$ cat src/rtl/nibble_serial_adder_ctrl.sv
`default_nettype none
// ============================================================================
// nibble_serial_adder_ctrl : W-bit add on one shared 4-bit ripple adder,
// one nibble per clock.  Optional macro NSA_SUB_EN adds op_sub (A - B).
// Revision: 1.0
// ============================================================================
module nibble_serial_adder_ctrl #(
   parameter int NIBBLES = 4
) (
   input  logic                 clk,
   input  logic                 rst_n,
   input  logic                 start,
   input  logic [4*NIBBLES-1:0] a,
   input  logic [4*NIBBLES-1:0] b,
   input  logic                 carry_in,
`ifdef NSA_SUB_EN
   input  logic                 op_sub,
`endif
   output logic                 busy,
   output logic                 done,
   output logic [4*NIBBLES-1:0] sum,
   output logic                 carry_out
);

   localparam int W  = 4 * NIBBLES;
   localparam int IW = $clog2(NIBBLES);
   localparam logic [IW-1:0] LAST_IDX = IW'(NIBBLES - 1);

   typedef enum logic [1:0] {
      IDLE = 2'd0,
      RUN  = 2'd1,
      DONE = 2'd2
   } state_t;

   state_t          state;
   logic [W-1:0]    a_lat;
   logic [W-1:0]    b_lat;
   logic [IW-1:0]   idx;
   logic            carry_reg;
   logic            init_carry;
   logic [3:0]      nib_a;
   logic [3:0]      nib_b;
   logic [3:0]      nib_sum;
   logic            nib_cout;
`ifdef NSA_SUB_EN
   logic            sub_lat;
`endif

   // Subtraction is A + ~B + 1, so the initial carry is forced high.
`ifdef NSA_SUB_EN
   assign init_carry = op_sub ? 1'b1 : carry_in;
`else
   assign init_carry = carry_in;
`endif

   always_comb begin
      nib_a = a_lat[{idx, 2'b00} +: 4];
`ifdef NSA_SUB_EN
      nib_b = sub_lat ? ~b_lat[{idx, 2'b00} +: 4] : b_lat[{idx, 2'b00} +: 4];
`else
      nib_b = b_lat[{idx, 2'b00} +: 4];
`endif
   end

   // Shared 4-bit ripple adder: four full-adder slices chained on the carry.
   always_comb begin : ripple
      logic c;
      c       = carry_reg;
      nib_sum = '0;
      for (int i = 0; i < 4; i++) begin
         nib_sum[i] = nib_a[i] ^ nib_b[i] ^ c;
         c          = (nib_a[i] & nib_b[i]) | (c & (nib_a[i] ^ nib_b[i]));
      end
      nib_cout = c;
   end

   always_ff @(posedge clk) begin
      if (!rst_n) begin
         state     <= IDLE;
         a_lat     <= '0;
         b_lat     <= '0;
         idx       <= '0;
         carry_reg <= 1'b0;
         sum       <= '0;
         carry_out <= 1'b0;
         busy      <= 1'b0;
         done      <= 1'b0;
`ifdef NSA_SUB_EN
         sub_lat   <= 1'b0;
`endif
      end else begin
         case (state)
            IDLE: begin
               done <= 1'b0;
               if (start) begin
                  a_lat     <= a;
                  b_lat     <= b;
`ifdef NSA_SUB_EN
                  sub_lat   <= op_sub;
`endif
                  idx       <= '0;
                  carry_reg <= init_carry;
                  busy      <= 1'b1;
                  state     <= RUN;
               end
            end
            RUN: begin
               sum[{idx, 2'b00} +: 4] <= nib_sum;
               carry_reg              <= nib_cout;
               // Index parks on the last nibble rather than wrapping to 0.
               if (idx == LAST_IDX) begin
                  carry_out <= nib_cout;
                  done      <= 1'b1;
                  busy      <= 1'b0;
                  state     <= DONE;
               end else begin
                  idx <= idx + 1'b1;
               end
            end
            DONE: begin
               done  <= 1'b0;
               state <= IDLE;
            end
            default: begin
               busy  <= 1'b0;
               done  <= 1'b0;
               state <= IDLE;
            end
         endcase
      end
   end

endmodule
`default_nettype wire

$ cat config.mk
export PLATFORM = sky130hd
export DESIGN_NAME = nibble_serial_adder_ctrl
export DESIGN_NICKNAME = d
export VERILOG_FILES = /design/src/rtl/nibble_serial_adder_ctrl.sv
export SDC_FILE = /design/constraint.sdc
export NUM_CORES = 1
export LEC_CHECK = 0
export CAP_MARGIN = 20
export CELL_PAD_IN_SITES_DETAIL_PLACEMENT = 1
export CELL_PAD_IN_SITES_GLOBAL_PLACEMENT = 2
export CORE_MARGIN = 10
export CORE_UTILIZATION = 32
export DETAILED_ROUTE_END_ITERATION = 12
export GPL_ROUTABILITY_DRIVEN = 0
export HOLD_SLACK_MARGIN = 0.06
export PLACE_DENSITY_LB_ADDON = 0.1
export SYNTH_ARGS = -nofsm -noshare
export SYNTH_HDL_FRONTEND = slang
export SYNTH_SLANG_ARGS = --single-unit
$ cat constraint.sdc
create_clock -name clk -period 7.1 [get_ports clk]
set_clock_uncertainty 0.05 [all_clocks]
set_input_delay 1.775 -clock clk [delete_from_list [all_inputs] [get_ports clk]]
set_output_delay 1.775 -clock clk [all_outputs]
set_load 0.01 [all_outputs]
# == After elaboration in Yosys (flattened, before gate mapping) ==
# Index checks and enable logic that the tools add are counted.
# Widths: inputs -> output; s select.
# op_classes
n_addsub,2
eq_ne,6
shift,4
mux,12
bitwise_logic,21
reduce_logical,9
# op_table
op,n
$shiftx 16x5->4,2
$bwmux 16,1
$shift 4x6->16 const A,1
$shiftx 4x6->16,1
$reduce_and 2->1,5
$and 1x1->1,8
$mux 2,4
$pmux 2 s2,2
$xor 1x1->1,8
$ne 2x2->1 const B,3
$neg 4->6,1
$reduce_and 3->1,2
$eq 2x2->1 const B,2
$or 1x1->1,4
$mux 1,3
$pmux 1 s3,1
$add 2x1->2 const B,1
$eq 2x1->1 const B,1
$logic_not 2->1,1
$pmux 1 s2,1
$reduce_bool 2->1,1
$not 1->1,1
# word_totals
regBits,56
output_inout_bits,19
wordCells,63

# == Depth between registers and ports, before layout ==
# Gate-level depths: netlist of the first run.
# depth
ltp_word,11
ltp_mapped,8
mapped_depth_nobuf,7

# == Worst setup path before layout of the first run ==
# No wires, ideal clock.
# synth_path
path_kind,reg2reg
start,reg idx[0]
end,reg sum[7]
setup_time_ps,92
t_arrival_ps,3186
t_required_ps,6958
setup_slack_ps,3772
stages_incl_launch_ff,9
n_path_buf,1
synth_period_minus_slack_ps,3328
cell_sequence,dfxtp_1 -> buf_2 -> mux4_2 -> fa_1 -> fa_1 -> fa_1 -> fa_1 -> nand2_1 -> o32ai_1
# synth_via
elab_chain_len,11
elab_cells_between_ends,23
classes_between,add/sub: 1; shift: 4; mux: 1; bitwise: 17
# synth_lines
item,line,source
start: declaration,38,logic [IW-1:0] idx;
start signal: assignment,117,idx <= idx + 1'b1;
"$shiftx 16x5->4, on equally long branches","57, 61",
$xor 1x1->1,"71, 72",
$and 1x1->1,72,c = (nib_a[i] & nib_b[i]) | (c & (nib_a[i] ^ nib_b[i]));
$or 1x1->1,72,
$and 1x1->1,72,
$or 1x1->1,72,
$and 1x1->1,72,
$or 1x1->1,72,
$xor 1x1->1,71,nib_sum[i] = nib_a[i] ^ nib_b[i] ^ c;
$shiftx 4x6->16,108,"sum[{idx, 2'b00} +: 4] <= nib_sum;"
$bwmux 16 (*),108,
end signal: indexed assignment,108,
end: declaration,21,"output logic [4*NIBBLES-1:0] sum,"
# Mark *: on every way between the ends. The rest lies on a longest branch, timed or not.
# A chain may end at the register's enable or synchronous reset.

# == Worst setup path in the final report of the first run ==
# Ends and elaborated chain as after synthesis.

==> results of run 1 <==
==> area by class of cell <==
class	count	area, um2
multi-input combinational	186	1266
timing repair buffer	56	555.5
tap	102	127.6
sequential	56	1121
inverter	3	11.26
clock buffer	8	90.09
fill	899	4436
==> worst min path at each step <==
stage	from	to	cells past startpoint
after global routing	sum[10]$_SDFFE_PN0P_	sum[10]$_SDFFE_PN0P_	2
after floorplan	b_lat[10]$_SDFFE_PN0P_	b_lat[10]$_SDFFE_PN0P_	2
final	sum[10]$_SDFFE_PN0P_	sum[10]$_SDFFE_PN0P_	2
after CTS	sum[10]$_SDFFE_PN0P_	sum[10]$_SDFFE_PN0P_	2
after detailed placement	sum[10]$_SDFFE_PN0P_	sum[10]$_SDFFE_PN0P_	2
after global placement	sum[8]$_SDFFE_PN0P_	sum[8]$_SDFFE_PN0P_	2
==> stage by stage <==
stage                     instances  util, %  worst slack (ps)  cell area [um2]  hold WS (ps)
final                           411    41.69              3315             3172         407.9
after CTS                       411    41.69              3257             3172         412.1
after global routing            411    41.69              3115             3172         431.9
after floorplan                 263        -              3772             2475         390.2
after global placement          403    40.51              3405             3082         396.8
after detailed placement        403    40.51              3286             3082         399.0
==> cells in the final DEF, fill, tap and decap left out, drive strengths merged, types with 6 or more instances in the layout <==
cell type      Yosys  final
nand2             85     85
dfxtp             56     56
clkdlybuf4s50      0     54
a21boi            33     33
o32ai              9      9
mux4               8      8
clkbuf            11      8
ha                 6      6
==> critical path: cells and delay by family (launching register included) <==
family | cells | cell delay (ps)
compound gates | 1 | 300
fa+ha+maj | 4 | 1740
flops | 1 | 870
mux | 1 | 620
simple gates | 1 | 100
==> where the power goes <==
part | internal, W | switching (W) | leakage (nW) | total [W]
registers | 0.000329 | 0.0000127 | 0.457 | 0.000341
clock network | 0.0000799 | 0.0000990 | 0.0455 | 0.000179
logic | 0.0000490 | 0.0000465 | 0.624 | 0.0000955
total | 0.000457 | 0.000158 | 1.13 | 0.000616
==> logic make-up after synthesis <==
family | Yosys count | share of synthesized area, %
compound gates | 57 | 17.34
fa+ha+maj | 10 | 6.269
buf+inv | 21 | 3.792
flops | 56 | 45.30
mux | 8 | 7.280
simple gates | 111 | 20.02
==> per-layer routing <==
layer	vias to the layer above	wire, um
met5	-	0
li1	995	-
met2	41	2992
met3	7	257
met4	0	65
met1	929	3000
==> summary.md, run 1 <==
| Metric | Value |
|---|---|
| CTS tree | done |
| Hold-fix buffers, CTS | 0 |
| Max Slew Vio Count | 0 |
| CP arrival | 3950 ps |
| Gr busiest metal | met2 |
| Setup violators final | 0 |
| Top Ports | 55 |
| CP max FO | 15 |
| Peak Freq | 264.2 MHz |
| Vias | 1972 |
| Net count after synthesis | 309 |
| Pwr dens | between 150 and 200 mW/mm2 |
| Syn Std Cell Area | approximately 0.0025 mm2 |
| Leading area contributor after synthesis | dfxtp_1 |
| Tot Pwr | 0.0006157 W |
| Max Cap Viol | 0 |
| Max IR drop VDD | 69.63 uV |
| Longest Clk Path Bufs | 2 |
| DIE WIDTH | 107.9 um |
| Row count | 32 |
| Clock tree sinks | 56 |
| Placeable Area | between 0.007 and 0.008 mm2 |
| Synthesized instance count | 263 |
| Relative slew slack | roughly 45% |
| Fraction of layout cells with a size suffix above 1 | 6.149% |
| Yosys warns | 0 |
| Count leader, synth | nand2_1 |
| R2r setup slk | approximately 3300 ps |
| IO buf count | 54 |
| Least-Margin Pin Slew | roughly 830 ps |
| Layout area overhead | 28.16% |
| Antenna violations before repair | 0 |
| Hold Violations, Final | 0 |
| FF-to-FF End | sum[7]$_SDFFE_PN0P_ |
| Tot GR Track Use | 11.03% |
| Clk Latency, worst-skew pair | 310 ps |
| Starting Density | about 33% |
| Seq cells post-synth | 56 |
| Root buf cell | clkbuf_8 |
| Pleak | 1.127 nW |
| CP Launch Point | idx[0]$_SDFFE_PN0P_ |
| Number of flops mapped to enable cells by yosys | 0 |
| Diodes inserted | 0 |
| Largest registers | a_lat (16), b_lat (16), sum (16) |
| Synth Flop Type | dfxtp_1 |
| Hold Path Class | register to register |
| WL/cell | ~15 um |
| Synth top area share | between 40% and 50% |
| CTS resizes | 0 |
| Most used cell, CP | fa_1 |
| CP Class | register to register |
| Met1 usage | a little over an eighth |
| Setup TNS | 0 ps |
| Final Routed Wirelength | 6317 um |
| 1st-pass router iterations | 4 |
| Die H | 107.9 um |
| Synth area leaders | dfxtp_1 (45%), nand2_1 (13%), a21boi_0 (10%), mux4_2 (7.3%), fa_1 (3.2%) |
| Grt met2 use | 18.84% |
| Largest net degree at the start of global routing | 63 |
| DR iter-0 viols | 37 |
| GRT overflow | 0 |
| NumNets Final | 354 |
| CP max-delay cell | dfxtp_1 |
| Fin crit share | 53.31% |
| First-pass GRT wire length | 10560 um |
| H-tree Lvls | 2 |
| Unrepaired setup endpoints after global routing | no |
| Synth top cells by count | nand2_1 (85), dfxtp_1 (56), a21boi_0 (33) |
| Startpoint Class | register |
| Setup crit end | sum[7]$_SDFFE_PN0P_ |
| Met3 Track Usage GR | 2.796% |
| Reg2reg path depth | 7 |
| Outcome | complete, no violations |
| Post-route ant nets | 0 |
| Required @ worst endpoint | 7260 ps |
| Detailed Place HPWL | 4584 um |
| Sequential-to-total area share from yosys stat | 45.30% |
| Drc violations | 0 |
| Yosys cell types | 33 |
| Async set-or-reset flop fraction in the synthesized netlist | 0% |
| DR vias/cell | 4.798 |
| Average size of a mapped cell | 9.410 um2 |
| Die area | around 0.012 mm2 |
| Clk pin slew, worst setup/hold paths | 90 ps |
| Number of global-route vias before repair | 2099 |
| Crit path capture type | register |
| Setup bufs post-CTS | 0 |
| Worst r2r src | idx[0]$_SDFFE_PN0P_ |
| Slowest cell delay on critical path | ~870 ps |
| Total CTS buffers | 5 |
| Tmin final | 3785 ps |
| CP Cell Sequence | mux4_2 -> fa_1 -> fa_1 -> fa_1 -> fa_1 -> nand2_1 -> o32ai_1 |
(Power assumes the default switching activity.)
==> inputs of run 2 (changes only) <==
CORE_UTILIZATION = 27   (was 32)
clock period = 3 ns   (was 7.1 ns; I/O delays follow)
==> run 2 against run 1 <==
Against the previous run: non-clock buffer count increased by 8; fmax rose by 27%; count of clock-buffer cells in the layout shrank 2; critical path type unchanged; combinational power increased to 2.6 times the previous value; worst hold slack better by 8.7 ps; critical path depth is the same; sequential cell count unchanged; largest cell class unchanged; utilization fell by 4.6 points; final area increased by 3.1%; power rose to 2.5 times the previous value; via count is 1.3% higher.
==> summary.md, run 2 (same netlist as run 1, synthesis figures left out) <==
| Metric | Value |
|---|---|
| GRT overflow | 0 |
| Pwr dens | approximately 470 mW/mm2 |
| Least-Margin Pin Slew | between 600 and 700 ps |
| Clock tree sinks | 56 |
| Die H | between 100 and 150 um |
| Fin crit share | ~99% |
| CP Class | register to register |
| Critical path's top delay family | adder cells |
| Post-route ant nets | 0 |
| Placeable Area | 0.008806 mm2 |
| Final core utilization | a little under two fifths |
| CP Launch Point | idx[0]$_SDFFE_PN0P_ |
| Root buf cell | clkbuf_8 |
| Clk pin slew, worst setup/hold paths | ~110 ps |
| WP buf/inv | 0 |
| Crit path capture type | register |
| 1st-pass router iterations | 5 |
| Detailed Place HPWL | 5142 um |
| Longest Clk Path Bufs | 2 |
| Total CTS buffers | 5 |
| DIE WIDTH | roughly 120 um |
| Unrepaired setup endpoints after global routing | yes |
| Tot GR Track Use | roughly a tenth |
| NumNets Final | 362 |
| Most common cell after layout, fill and taps aside | nand2_1 |
| Slowest cell delay on critical path | 540 ps |
| Max IR drop VDD | 190.2 uV |
| Tot Pwr | 0.001551 W |
| Diodes inserted | 0 |
| First-pass GRT wire length | 11210 um |
| Worst r2r src | idx[0]$_SDFFE_PN0P_ |
| Most used cell, CP | fa_2 |
| CP max-delay cell | fa_1 |
| Vias | 1997 |
| Pleak | 1.173 nW |
| Hold Violations, Final | 0 |
| Setup violators final | 0 |
| Outcome | complete, no violations |
| CTS tree | done |
| DR vias/cell | 4.699 |
| Startpoint Class | register |
| Leading cell types in the layout, fill and taps excluded | nand2_1 (84), dfxtp_1 (55), clkdlybuf4s50_1 (54) |
| FILL cells | 1016 |
| Top Ports | 55 |
| Final instance area | 0.003271 mm2 |
| Max Cap Viol | 0 |
| IO buf count | 54 |
| Required @ worst endpoint | between 3000 and 4000 ps |
| CP max FO | 4 |
| Relative slew slack | 56.96% |
| Layout Cells excl Fill | about 430 |
| WL/cell | 16.11 um |
| DR iter-0 viols | 51 |
| Inst Count DP | between 400 and 500 |
| CP Cell Sequence | mux4_2 -> fa_2 -> fa_2 -> fa_2 -> fa_1 -> nand2_2 -> o32ai_1 |
| Antenna violations before repair | 0 |
| Die area | 0.01340 mm2 |
| Max Slew Vio Count | 0 |
| Tmin final | 2970 ps |
| Number of global-route vias before repair | 2117 |
| Drc violations | 0 |
| H-tree Lvls | 2 |
| Largest net degree at the start of global routing | 34 |
| CP arrival | 3150 ps |
| Largest registers | a_lat (16), b_lat (16), sum (16) |
| Peak Freq | 336.8 MHz |
| Fraction of layout cells with a size suffix above 1 | 10.41% |
| Starting Density | 28.10% |
| Clk Latency, worst-skew pair | a little over 300 ps |
| DP Area | between 0.003 and 0.004 mm2 |
| Row count | 34 |
| Hold Path Class | register to register |
| Final Routed Wirelength | between 6000 and 7000 um |
| Hold Crit Start | sum[8]$_SDFFE_PN0P_ |
| Layout area overhead | 32.15% |
run 2: layer usage:
layer  global-route usage (%)  wire length [um]
met3                    3.204               371
met4                    3.003                77
met5                        0                 0
met2                    16.86              3221
met1                    13.32              3175
run 2: what timing repair did:
item / CTS / global route
hold buffers: 0 / 0
resized for setup: 1 / 0
setup endpoints to repair: 2 / 4
pin swaps: 1 / 2
setup buffers: 0 / 1
run 2: area by class of cell:
cell class              count  area (um2)  share of cell area [%]
clock inverters             2       35.03                   1.071
inverters                   3       11.26                  0.3443
repair buffers             64       615.6                   18.82
clock buffers               6       72.57                   2.219
flip-flops and latches     56        1125                   34.39
multi-input cells         186        1276                   39.02
well taps                 108       135.1                   4.132
run 2: final timing paths:
kind | end | slack (ps) | depth (start not counted)
setup / recovery | sum[7]$_SDFFE_PN0P_ | 30 | 7
setup reg to reg | sum[7]$_SDFFE_PN0P_ | 30 | 7
hold reg to reg | sum[8]$_SDFFE_PN0P_ | 420 | 2
hold / removal | sum[8]$_SDFFE_PN0P_ | 420 | 2
run 2: tightest hold or removal path, stage by stage, from the launching register on:
cell and delay (ps):
dfxtp_1 320, nand2_1 50, o22ai_1 50
run 2: where the power goes:
| part | switching, W | internal [W] |
|---|---|---|
| logic | 0.000122 | 0.000126 |
| registers | 0.0000233 | 0.000778 |
| clock network | 0.000253 | 0.000249 |
| total | 0.000398 | 0.00115 |
run 2: stage by stage:
step           worst slack (ps)  hold slack, ps  TNS (ps)
2_1_floorplan            -7.152           390.2    -7.152
3_3_place_gp              28.26           401.1         0
3_5_place_dp             -49.17           405.2    -49.17
4_1_cts                   1.736           421.8         0
5_1_grt                  -76.24           438.0    -189.2
6_report                  30.46           416.6         0
